==> config.mk <==
export PLATFORM = sky130hd
export DESIGN_NAME = mem_responder
export DESIGN_NICKNAME = d
export VERILOG_FILES = /design/src/rtl/isa_pkg.sv /design/src/rtl/mem_array.sv /design/src/rtl/mem_responder.sv
export SDC_FILE = /design/constraint.sdc
export NUM_CORES = 2
export LEC_CHECK = 0
export CORE_AREA = 2 2 377 379
export DETAILED_ROUTE_END_ITERATION = 16
export DIE_AREA = 0 0 379 381
export PLACE_DENSITY = 0.76
export SETUP_SLACK_MARGIN = 0.05
export SLEW_MARGIN = 25
export SYNTH_ARGS = -nofsm -noshare
export SYNTH_HDL_FRONTEND = slang
export SYNTH_SLANG_ARGS = --single-unit
==> constraint.sdc <==
create_clock -name clk -period 13.9 [get_ports clk]
set_input_delay 1.39 -clock clk [delete_from_list [all_inputs] [get_ports clk]]
set_output_delay 1.39 -clock clk [all_outputs]
set_load 0.1 [all_outputs]
==> src/rtl/isa_pkg.sv <==
// Shared definitions for the 8-bit processor: widths, opcodes, memory port ids and
// responder FSM states.
package isa_pkg;

   localparam int unsigned AW_DEF = 8;
   localparam int unsigned DW_DEF = 8;

   localparam logic [2:0] OP_ADD = 3'd0;
   localparam logic [2:0] OP_SUB = 3'd1;
   localparam logic [2:0] OP_LD  = 3'd2;
   localparam logic [2:0] OP_ST  = 3'd3;
   localparam logic [2:0] OP_BRZ = 3'd4;
   localparam logic [2:0] OP_JAL = 3'd5;
   localparam logic [1:0] OP_LUI = 2'b10;
   localparam logic [1:0] OP_LLI = 2'b11;
   localparam logic [7:0] HALT   = 8'h70;

   typedef enum logic [1:0] {PORT_D, PORT_IF, PORT_LD} port_e;

   typedef enum logic [1:0] {StIdle, StWait, StResp} state_e;

endpackage

==> src/rtl/mem_array.sv <==
// Unified 2**AW x DW memory: one write port, one registered read port, and a registered
// tap that follows writes to the top word.
module mem_array #(
   parameter int unsigned AW = 8,
   parameter int unsigned DW = 8
) (
   input  logic          clk_i,
   input  logic          rst_i,
   input  logic          we_i,
   input  logic [AW-1:0] waddr_i,
   input  logic [DW-1:0] wdata_i,
   input  logic          re_i,
   input  logic [AW-1:0] raddr_i,
   output logic [DW-1:0] rdata_o,
   output logic [DW-1:0] top_word_o
);

   localparam int unsigned Depth = 2 ** AW;

   logic [DW-1:0] mem_q [Depth];
   logic [DW-1:0] rdata_q;
   logic [DW-1:0] top_q;

   // Storage is deliberately not reset; only the top-word tap clears.
   always_ff @(posedge clk_i) begin
      if (we_i) begin
         mem_q[waddr_i] <= wdata_i;
      end
      if (re_i) begin
         rdata_q <= mem_q[raddr_i];
      end
   end

   always_ff @(posedge clk_i) begin
      if (rst_i) begin
         top_q <= '0;
      end else if (we_i && (waddr_i == {AW{1'b1}})) begin
         top_q <= wdata_i;
      end
   end

   assign rdata_o    = rdata_q;
   assign top_word_o = top_q;

endmodule

==> src/rtl/mem_responder.sv <==
// Memory-side responder: arbitrates data, fetch and preload requests, inserts wait states
// and answers with one-cycle acks while owning the unified memory.
module mem_responder
   import isa_pkg::*;
#(
   parameter int unsigned AW          = 8,
   parameter int unsigned DW          = 8,
   parameter int unsigned WAIT_CYCLES = 1
) (
   input  logic          clk,
   input  logic          rst,
   input  logic          if_req,
   input  logic [AW-1:0] if_addr,
   output logic          if_ack,
   output logic [DW-1:0] if_rdata,
   input  logic          d_req,
   input  logic          d_we,
   input  logic [AW-1:0] d_addr,
   input  logic [DW-1:0] d_wdata,
   output logic          d_ack,
   output logic [DW-1:0] d_rdata,
   input  logic          ld_we,
   input  logic [AW-1:0] ld_addr,
   input  logic [DW-1:0] ld_data,
   output logic          ld_ack,
   output logic          busy,
   output logic [DW-1:0] mem_ff
);

   localparam logic [3:0] WaitLast = 4'(WAIT_CYCLES - 1);

   state_e        state_q, state_d;
   port_e         port_q, port_d;
   logic [3:0]    cnt_q, cnt_d;
   logic          we_q, we_d;
   logic [AW-1:0] addr_q, addr_d;
   logic [DW-1:0] wdata_q, wdata_d;
   logic [DW-1:0] if_rdata_q, d_rdata_q;
   logic          ld_ack_q;

   logic          accept, ld_acc, enter_resp;
   logic          arr_we, arr_re;
   logic [AW-1:0] arr_waddr;
   logic [DW-1:0] arr_wdata, arr_rdata;

   // In IDLE the _d fields carry the live request, so a zero-wait access uses it directly.
   always_comb begin
      state_d    = state_q;
      port_d     = port_q;
      cnt_d      = cnt_q;
      we_d       = we_q;
      addr_d     = addr_q;
      wdata_d    = wdata_q;
      accept     = 1'b0;
      ld_acc     = 1'b0;
      enter_resp = 1'b0;
      unique case (state_q)
         StIdle: begin
            if (d_req) begin
               accept  = 1'b1;
               port_d  = PORT_D;
               we_d    = d_we;
               addr_d  = d_addr;
               wdata_d = d_wdata;
            end else if (if_req) begin
               accept  = 1'b1;
               port_d  = PORT_IF;
               we_d    = 1'b0;
               addr_d  = if_addr;
            end else if (ld_we && !ld_ack_q) begin
               // ld_we is still high during its own ack cycle; don't commit it twice.
               ld_acc = 1'b1;
            end
            if (accept) begin
               cnt_d = '0;
               if (WAIT_CYCLES == 0) begin
                  state_d    = StResp;
                  enter_resp = 1'b1;
               end else begin
                  state_d = StWait;
               end
            end
         end
         StWait: begin
            cnt_d = cnt_q + 4'd1;
            if (cnt_q == WaitLast) begin
               state_d    = StResp;
               enter_resp = 1'b1;
            end
         end
         StResp:  state_d = StIdle;
         default: state_d = StIdle;
      endcase
   end

   assign arr_we    = !rst && (ld_acc || (enter_resp && (port_d == PORT_D) && we_d));
   assign arr_re    = enter_resp && !((port_d == PORT_D) && we_d);
   assign arr_waddr = ld_acc ? ld_addr : addr_d;
   assign arr_wdata = ld_acc ? ld_data : wdata_d;

   always_ff @(posedge clk) begin
      if (rst) begin
         state_q    <= StIdle;
         port_q     <= PORT_D;
         cnt_q      <= '0;
         we_q       <= 1'b0;
         addr_q     <= '0;
         wdata_q    <= '0;
         if_rdata_q <= '0;
         d_rdata_q  <= '0;
         ld_ack_q   <= 1'b0;
      end else begin
         state_q  <= state_d;
         port_q   <= port_d;
         cnt_q    <= cnt_d;
         we_q     <= we_d;
         addr_q   <= addr_d;
         wdata_q  <= wdata_d;
         ld_ack_q <= ld_acc;
         if (if_ack) begin
            if_rdata_q <= arr_rdata;
         end
         if (d_ack && !we_q) begin
            d_rdata_q <= arr_rdata;
         end
      end
   end

   mem_array #(
      .AW (AW),
      .DW (DW)
   ) u_mem_array (
      .clk_i      (clk),
      .rst_i      (rst),
      .we_i       (arr_we),
      .waddr_i    (arr_waddr),
      .wdata_i    (arr_wdata),
      .re_i       (arr_re),
      .raddr_i    (addr_d),
      .rdata_o    (arr_rdata),
      .top_word_o (mem_ff)
   );

   // Fresh read data is forwarded during the ack cycle, then held in the _q copies.
   assign if_ack   = (state_q == StResp) && (port_q == PORT_IF);
   assign d_ack    = (state_q == StResp) && (port_q == PORT_D);
   assign if_rdata = if_ack ? arr_rdata : if_rdata_q;
   assign d_rdata  = (d_ack && !we_q) ? arr_rdata : d_rdata_q;
   assign ld_ack   = ld_ack_q;
   assign busy     = (state_q != StIdle);

endmodule

==> impl_metrics.tcl <==
set metrics [dict create \
    cts_htree_levels 4 \
    crit_path_start_kind "input pin" \
    vdd_drop_max_mv 0.149 \
    fill_cells 9225 \
    grt_max_degree 193 \
    hold_buffers 0 \
    cts.clk_slew.worst_paths_ns 0.07 \
    rsz0062_at_grt "false" \
    fin_setup_tns_ns 0 \
    finalCriticalPeriod_ns 7.30 \
    whs_ns 0.501 \
    drtPass1Iterations 8 \
    core-area_mm2 0.141 \
    p_int_mw 10.6 \
    wl_per_cell_um 30.0 \
    die_x_um 379 \
    yosysWarnings 0 \
    critPathRequiredTime_ns 14.46 \
    synthSimpleGateAreaFrac_pct 8.78 \
    synth_cells 5401 \
    p_leak_nw 29.4 \
    cap_violations 0 \
    synth_edf_count 2056 \
    yosys.cell_types.count 74 \
    postSynth.asyncResetShare_pct 0 \
    final_nets 5393 \
    cp_max_fo 104 \
    finClkSkew_ns 0.0626 \
    synth-xor-area-share_pct 0.0313 \
    arrival_ns 7.86 \
    post_cts_resized 0 \
    outcome "finished, final reports clean" \
    cts_buffers 199 \
    synthFlopType "edfxtp_1" \
    fin_area_mm2 0.0926 \
    wl_um 222000 \
    port_buffers 73 \
    stdcell_count 7407 \
    clock_latency_ns 0.87 \
    multi_input_area_mm2 0.0195 \
    place_congestion 0.903 \
    num_rows 138 \
    synth_top_family_by_area "simple AND/OR/NAND/NOR gates" \
    place_area_mm2 0.0861 \
    period_share_pct 52.5 \
    die_area_mm2 0.144 \
    drt_iter0_drc 8413 \
    p_total_mw 14.5 \
    power.share.switching_pct 26.8 \
    cp-end-kind "flip-flop" \
    clock_power_share_pct 36.6 \
    numPlacedInstances 7031 \
    p_per_area_mw_per_mm2 157 \
    grt_pass1_vias 49223 \
    grt_pass1_wl_um 324000 \
    pwr-share-seq_pct 49.4 \
    grt_overflow 0 \
    dieHeight_um 381 \
    hold_path_class "reg2reg" \
    finalHoldViolCount 0 \
    pin_count 74 \
    synth_nets 5449 \
    clock-sinks 2106 \
    root_buffer "clkbuf_16" \
    slew_headroom_pct 17.6 \
    pwr-share-comb_pct 14.0 \
    synth_compound_area_share_pct 8.74 \
    finalMaxSlewViolations 0 \
    worstSetupPathType "in2reg" \
    antenna_found_initial 9 \
    drtAntennaViolNets 0 \
    track_usage_pct 30.6 \
    ys_seq_area_share_pct 74.8 \
    hpwl_um 127000 \
    route.detailed.drc 0 \
    viasPerCell 6.83 \
    vias 50605 \
    synth.avg_cell_area_um2 15.5 \
    cts.path.max_buffers 3 \
    worstMarginPinSlew_ns 1.23 \
    drive_above_1_share_pct 11.4 \
    p_switching_mw 3.90 \
    muxShareOfSynthArea_pct 5.27 \
    fmax_mhz 137 \
    mappedNetlistArea_mm2 0.0839 \
    regArea_mm2 0.0627 \
    start_util_pct 59.7 \
    synth_seq_cells 2106 \
    post_cts_buffers 0 \
    setup_violations 0 \
    synth_adder_area_share_pct 0.0298 \
    cts_tree "built" \
    area_growth_pct 10.4 \
]
layout make-up:
class	instances	share of cell area [%]
Multi-Input combinational cell	2861	21.0
Sequential cell	2106	67.8
Clock inverter	121	1.20
Timing Repair Buffer	174	1.76
Tap cell	1890	2.55
Antenna cell	2	0.00541
Clock buffer	250	5.65
Inverter	3	0.0122
metrics by stage:
step                      setup slack (ns)  util (%)
after global routing                  6.40      65.9
after detailed placement              5.85      61.3
final                                 6.60      65.9
after floorplan                       2.78         -
after global placement                5.85      61.2
after CTS                             6.74      65.8
sequential cells by signal (all words and copies together) (netlist names):
name	count
if_rdata_q	8
port_q	2
d_rdata_q	8
wdata_q	8
cnt_q	4
we_q	1
u_mem_array.top_word_o	8
addr_q	8
ld_ack	1
u_mem_array.mem_q	2048
u_mem_array.rdata_o	8
state_q	2
cell usage in the layout (no fill, tap or decap), types with 52 or more instances in the layout:
cell and n:
and3_1 256, clkdlybuf4s50_1 72, clkbuf_16 199, a31oi_1 161
a311oi_1 144, o21ai_0 52, nand3_1 153, a22oi_1 82
nand2_1 769, a211oi_1 248, mux4_2 174, buf_4 89
a21oi_1 92, edfxtp_1 2056, nor2_1 309
final timing paths:
path	start	end	slack, ns	cells past startpoint
min reg2reg	u_mem_array.top_word_o[7]	u_mem_array.top_word_o[7]	0.50	2
min	u_mem_array.top_word_o[7]	u_mem_array.top_word_o[7]	0.50	2
max reg2reg	state_q[0]	u_mem_array.rdata_o[1]	6.88	12
max	d_req	u_mem_array.rdata_o[1]	6.60	12
power groups by stage:
stage	registers [mW]	clock network [mW]	logic, mW
detailed placement	7.32	0	1.96
global placement	7.32	0	1.92
floorplan	7.42	0	1.22
CTS	7.18	5.33	1.97
global route	7.18	5.57	2.12
finish	7.18	5.32	2.04
kinds of logic (layout without fill, tap and decap cells):
logic type | after synthesis | count (layout)
compound gates | 1003 | 1003
mux | 222 | 222
simple gates | 1631 | 1631
buf+inv | 434 | 548
flops | 2106 | 2106
xor+xnor | 3 | 3
other cells | 0 | 2
fa+ha+maj | 2 | 2
per-layer routing:
metal	vias up	global-route usage, %	part of all wire [%]
li1	21235	-	-
met4	12	13.0	4.6
met1	25379	42.4	36
met2	3418	46.2	46
met3	561	8.51	13
met5	-	0	0.036
cell usage after synthesis, types with 16 or more instances:
cell,number,area (um^2)
o32ai_1,32,280
buf_1,17,63.8
a32oi_1,18,158
nor2b_1,21,131
buf_4,39,293
a311oi_1,144,1260
buf_2,153,766
nand2_1,772,2900
a21oi_1,101,505
o22ai_1,16,100
mux4_2,174,3920
edfxtp_1,2056,61700
a21boi_0,38,285
nand3_1,157,786
mux2i_1,32,320
nor4_1,41,257
nor2_1,313,1170
mux2_2,16,180
dfxtp_1,50,1000
a311o_1,16,160
a31oi_1,161,1010
and3_1,256,1600
o21ai_0,52,260
a211oi_1,250,1880
a22oi_1,82,616
a221oi_1,24,210
clkbuf_1,219,822
worst max-delay path, cell delays in order:
cell	delay, ns
clkdlybuf4s50_1	0.94
a31oi_4	0.17
buf_4	0.37
nand2_8	0.65
buf_4	0.74
buf_4	0.83
mux4_2	0.59
a32o_1	0.22
o41ai_1	0.70
a31oi_1	0.13
nor4_1	0.82
nor4_1	0.13
Power figures use the tool's default switching activity.
